==> src/rtl/uart_rx.sv <==
// 8N1 UART receiver: two-flop synchroniser, mid-bit sampling FSM and a single-word
// holding register delivered on a valid/ack handshake with frame-error and overrun pulses.
module uart_rx #(
   parameter int unsigned ClkRate  = 100_000_000,
   parameter int unsigned BaudRate = 115200,
   parameter int unsigned WordSize = 8
) (
   input  logic                clk_i,
   input  logic                rst_i,
   input  logic                uart_i,
   output logic [WordSize-1:0] data_o,
   output logic                data_valid_o,
   input  logic                data_ack_i,
   output logic                frame_err_o,
   output logic                overrun_o
);

   localparam int unsigned CyclesPerBit = ClkRate / BaudRate;
   localparam int unsigned HalfBit      = CyclesPerBit / 2;
   localparam int unsigned CntW         = $clog2(CyclesPerBit);
   localparam int unsigned IdxW         = (WordSize > 1) ? $clog2(WordSize) : 1;

   localparam logic [CntW-1:0] BitLast  = CntW'(CyclesPerBit - 1);
   localparam logic [CntW-1:0] HalfLast = CntW'(HalfBit - 1);
   localparam logic [CntW-1:0] CntOne   = CntW'(1);
   localparam logic [IdxW-1:0] IdxLast  = IdxW'(WordSize - 1);
   localparam logic [IdxW-1:0] IdxOne   = IdxW'(1);

   typedef enum logic [2:0] {
      IDLE  = 3'd0,
      START = 3'd1,
      DATA  = 3'd2,
      STOP  = 3'd3,
      BREAK = 3'd4
   } state_e;

   logic [1:0]          sync_q;
   logic                rx_s;
   state_e              state_q, state_d;
   logic [CntW-1:0]     cnt_q, cnt_d;
   logic [IdxW-1:0]     idx_q, idx_d;
   logic [WordSize-1:0] shift_q, shift_d;
   logic [WordSize-1:0] data_q, data_d;
   logic                valid_q, valid_d;
   logic                ferr_q, ferr_d;
   logic                ovr_q, ovr_d;
   logic                good_s;

   // Synchroniser resets to idle-high so leaving reset never fakes a start bit
   always_ff @(posedge clk_i) begin
      if (rst_i) begin
         sync_q <= 2'b11;
      end else begin
         sync_q <= {sync_q[0], uart_i};
      end
   end

   assign rx_s = sync_q[1];

   // Next-state, sampling and delivery logic
   always_comb begin
      state_d = state_q;
      cnt_d   = cnt_q;
      idx_d   = idx_q;
      shift_d = shift_q;
      data_d  = data_q;
      ferr_d  = 1'b0;
      ovr_d   = 1'b0;
      good_s  = 1'b0;

      if (valid_q && data_ack_i) begin
         valid_d = 1'b0;
      end else begin
         valid_d = valid_q;
      end

      case (state_q)
         IDLE: begin
            if (!rx_s) begin
               state_d = START;
               cnt_d   = '0;
            end else begin
               state_d = IDLE;
            end
         end
         START: begin
            if (cnt_q == HalfLast) begin
               cnt_d = '0;
               if (!rx_s) begin
                  state_d = DATA;
                  idx_d   = '0;
               end else begin
                  state_d = IDLE;
               end
            end else begin
               cnt_d = cnt_q + CntOne;
            end
         end
         DATA: begin
            if (cnt_q == BitLast) begin
               cnt_d   = '0;
               shift_d = {rx_s, shift_q[WordSize-1:1]};
               if (idx_q == IdxLast) begin
                  state_d = STOP;
               end else begin
                  idx_d = idx_q + IdxOne;
               end
            end else begin
               cnt_d = cnt_q + CntOne;
            end
         end
         STOP: begin
            if (cnt_q == BitLast) begin
               cnt_d = '0;
               if (rx_s) begin
                  state_d = IDLE;
                  good_s  = 1'b1;
               end else begin
                  state_d = BREAK;
                  ferr_d  = 1'b1;
               end
            end else begin
               cnt_d = cnt_q + CntOne;
            end
         end
         BREAK: begin
            if (rx_s) begin
               state_d = IDLE;
            end else begin
               state_d = BREAK;
            end
         end
         default: begin
            state_d = IDLE;
            cnt_d   = '0;
         end
      endcase

      // An ack in the same cycle frees the holding register for the new word
      if (good_s) begin
         if (!valid_q || data_ack_i) begin
            data_d  = shift_q;
            valid_d = 1'b1;
         end else begin
            ovr_d = 1'b1;
         end
      end else begin
         ovr_d = 1'b0;
      end
   end

   // State and output registers
   always_ff @(posedge clk_i) begin
      if (rst_i) begin
         state_q <= IDLE;
         cnt_q   <= '0;
         idx_q   <= '0;
         shift_q <= '0;
         data_q  <= '0;
         valid_q <= 1'b0;
         ferr_q  <= 1'b0;
         ovr_q   <= 1'b0;
      end else begin
         state_q <= state_d;
         cnt_q   <= cnt_d;
         idx_q   <= idx_d;
         shift_q <= shift_d;
         data_q  <= data_d;
         valid_q <= valid_d;
         ferr_q  <= ferr_d;
         ovr_q   <= ovr_d;
      end
   end

   assign data_o       = data_q;
   assign data_valid_o = valid_q;
   assign frame_err_o  = ferr_q;
   assign overrun_o    = ovr_q;

endmodule

==> config.mk <==
export PLATFORM = sky130hd
export DESIGN_NAME = uart_rx
export DESIGN_NICKNAME = d
export VERILOG_FILES = /design/src/rtl/uart_rx.sv
export SDC_FILE = /design/constraint.sdc
export NUM_CORES = 1
export LEC_CHECK = 0
export BUFFER_PORTS_ARGS = -buffer_cell sky130_fd_sc_hd__buf_2
export CAP_MARGIN = 30
export CORE_MARGIN = 2
export CORE_UTILIZATION = 51
export CTS_CLUSTER_DIAMETER = 150
export DETAILED_ROUTE_END_ITERATION = 10
export PLACE_DENSITY_LB_ADDON = 0.3
export SLEW_MARGIN = 20
export SYNTH_ARGS = -nofsm -noshare
export SYNTH_HDL_FRONTEND = slang
export SYNTH_SLANG_ARGS = --single-unit
==> constraint.sdc <==
create_clock -name clk_i -period 3.8 [get_ports clk_i]
set_input_delay 0.57 -clock clk_i [delete_from_list [all_inputs] [get_ports clk_i]]
set_output_delay 0.57 -clock clk_i [all_outputs]
set_load 0.02 [all_outputs]
==> flow_summary.ini <==
[critical_path]
cp_max_fo = 10
reg2reg_from = cnt_q[0]$_SDFFE_PP0P_
critPathLaunch = cnt_q[0]$_SDFFE_PP0P_
r2r_cells = 5
slowest_stage = nor4bb_2
r2r_slack_ns = 1.53
cp-start-kind = flip-flop
r2r-end = data_o[4]$_SDFFE_PP0P_
arrival_ns = 2.47
cp-endpoint = data_o[4]$_SDFFE_PP0P_
cp_cell_sequence = ha_1, nor4bb_2, nand4_1, o21ai_0, a21oi_1
cpPeakStageDelay_ns = 0.66
required_ns = 4.01
worstSetupEndpointType = flip-flop
crit_type = flip-flop to flip-flop

[hold_path]
min_path_type = input pin to flip-flop

[drt]
met2_length_mm = 1.58
wl_met3_microns = 145
drc = 0
drt-met1-wl_mm = 1.68
vias_per_cell = 5.77
routed_wl_mm = 3.45
drt.antenna.violating_nets = 0
dr.max_layer_used = met4
drt-initial-drc-count = 104
wl_per_cell_microns = 13.0
dr.pass1.iters = 4
vias = 1529

[timing]
finalSetupViolCount = 0
post-route-period-util = 0.596
rsz0062_at_grt = false
finalCriticalPeriod_ns = 2.27
max_slew_margin = 0.470
fin_skew_ns = 0.00412
hold_viol_final = 0
drv_slew = 0
fmax_mhz = 441
fin_setup_tns_ns = 0
setup_ws_ns = 1.53
worst_slew_pin_slew_ns = 0.795

[floorplanning]
die-area_sq_um = 3940
start_util = 0.528
core-area_sq_um = 3340
die_w_microns = 62.8
top_level_ports = 15
die_height_microns = 62.8
rows = 21

[flow_run]
cap_violations = 0

[clock_network]
cts_tree = built
clkLatencyLatePin_ns = 0.34
cts_setup_buffers = 0
cts-htree-levels = 2
numCtsBuffers = 5
cts_resized = 0
ctsHoldBuffers = 0
cts_root_buf = clkbuf_4
path_clk_slew_ns = 0.11
clkSinkCount = 37
max-clock-path-buffers = 2

[place]
dp.final_hpwl_mm = 2.28
dp_slack_ns = 1.23
dp.cells = 257
place_congestion = 0.753
io_buffers = 14

[pwr]
ir_worst_vdd_v = 0.000268
power_density_nw_per_um2 = 468
power_leakage_nw = 0.652

[yosys]
yosys.area.top_type = dfxtp_1
netlist_area_sq_um = 1760
synthTopCellsByArea = dfxtp_1, a21oi_1, nand2_1
synthFlopType = dfxtp_1
syn_area_per_cell_sq_um = 8.28
synth-edff-count = 0
synth_top_area_frac = 0.420
yosysSeqAreaShare = 0.420
yosysUniqueCellTypes = 46
synthCells = 213
syn_nets = 221
synthArstFlopShare = 0
synth_seq_cells = 37
yosysWarnings = 0

[final_layout]
fill_cells = 309
post-route-util = 0.571
seqCellArea_sq_um = 741
final_cell_mix = dfxtp_1, nand2_1, a21oi_1
final_common_cell = dfxtp_1
multiInputGateArea_sq_um = 945
syn2layout_area_growth_pct = 8.09
final_cells = 265
drive_gt1_frac = 0.137
insertedDiodeCount = 0
nets = 226

[grt]
grt_first_pass_wirelength_mm = 6.11
antenna_found_initial = 0
grt_use_total = 0.194
grt_pass1_vias = 1343
grt_max_degree = 39
gr-total-overflow = 0

[status]
status = finished, final reports clean
[worst max-delay path: cells and delay by family, from the launching register on]
family	cells	cell delay (ns)
compound gates	2	0.38
flops	1	0.41
fa+ha+maj	1	0.22
simple gates	2	1.12
[power breakdown]
| part | switching, mW | total [mW] | internal (mW) | leakage, nW |
|---|---|---|---|---|
| combinational | 0.109 | 0.172 | 0.0636 | 0.307 |
| clock | 0.128 | 0.285 | 0.157 | 0.0455 |
| sequential | 0.0285 | 0.434 | 0.406 | 0.299 |
[area by class of cell]
cell class | count | share of cell area
multi-input cells | 158 | 0.496
inverters | 2 | 0.00394
well taps | 46 | 0.0302
clock inverters | 1 | 0.0158
repair buffers | 14 | 0.0368
flip-flops and latches | 37 | 0.389
clock buffers | 7 | 0.0289
[stage by stage]
step / hold slack [ns] / area (sq um) / power [mW]
CTS: 0.401 / 1900 / 0.895
detailed placement: 0.403 / 1810 / 0.613
global placement: 0.398 / 1810 / 0.614
global route: 0.396 / 1910 / 0.940
finish: 0.402 / 1910 / 0.891
floorplan: 0.389 / 1760 / 0.597
[cells by family (layout without fill, tap and decap cells)]
kind of cell / after synthesis / in the layout / synth area share
and+or+nand+nor: 88 / 88 / 0.268
AOI/OAI and AO/OA: 66 / 66 / 0.236
DFF: 37 / 37 / 0.420
buffers and inverters: 18 / 24 / 0.0476
adders and majority gates: 4 / 4 / 0.0284
[worst min path at each step]
stage | cells after the start | startpoint | slack (ns) | end
global route | 2 | uart_i | 0.40 | sync_q[0]$_SDFF_PP1_
CTS | 2 | uart_i | 0.40 | sync_q[0]$_SDFF_PP1_
global placement | 1 | sync_q[0]$_SDFF_PP1_ | 0.40 | sync_q[1]$_SDFF_PP1_
detailed placement | 1 | sync_q[0]$_SDFF_PP1_ | 0.40 | sync_q[1]$_SDFF_PP1_
finish | 2 | uart_i | 0.40 | sync_q[0]$_SDFF_PP1_
floorplan | 1 | sync_q[0]$_SDFF_PP1_ | 0.39 | sync_q[1]$_SDFF_PP1_
[registers in the layout, summed over array words and instances (netlist names), 2 cells and up]
register  cells
shift_q       8
idx_q         3
cnt_q        10
data_o        8
sync_q        2
state_q       3
[per-layer routing]
layer,global-route usage,vias to the layer above
met2,0.286,26
met5,0,-
met1,0.261,713
met4,0.0750,0
met3,0.0649,6
li1,-,784
[synth_stat cells (all sizes together), types with 2 or more instances]
library cell and n:
nor4 3, buf 7, a21oi 30, o21ai 9, o31ai 4, nand4 3
nand2b 2, dfxtp 37, and2 3, o22ai 6, ha 4, or3b 2
nor2b 3, or2 3, and4 2, inv 2, nand3 13, o31a 2
nor2 7, a211oi 2, nor3 4, o21a 3, clkbuf 9, o21bai 3
nand2 32, nor3b 4
(Power assumes the default switching activity.)
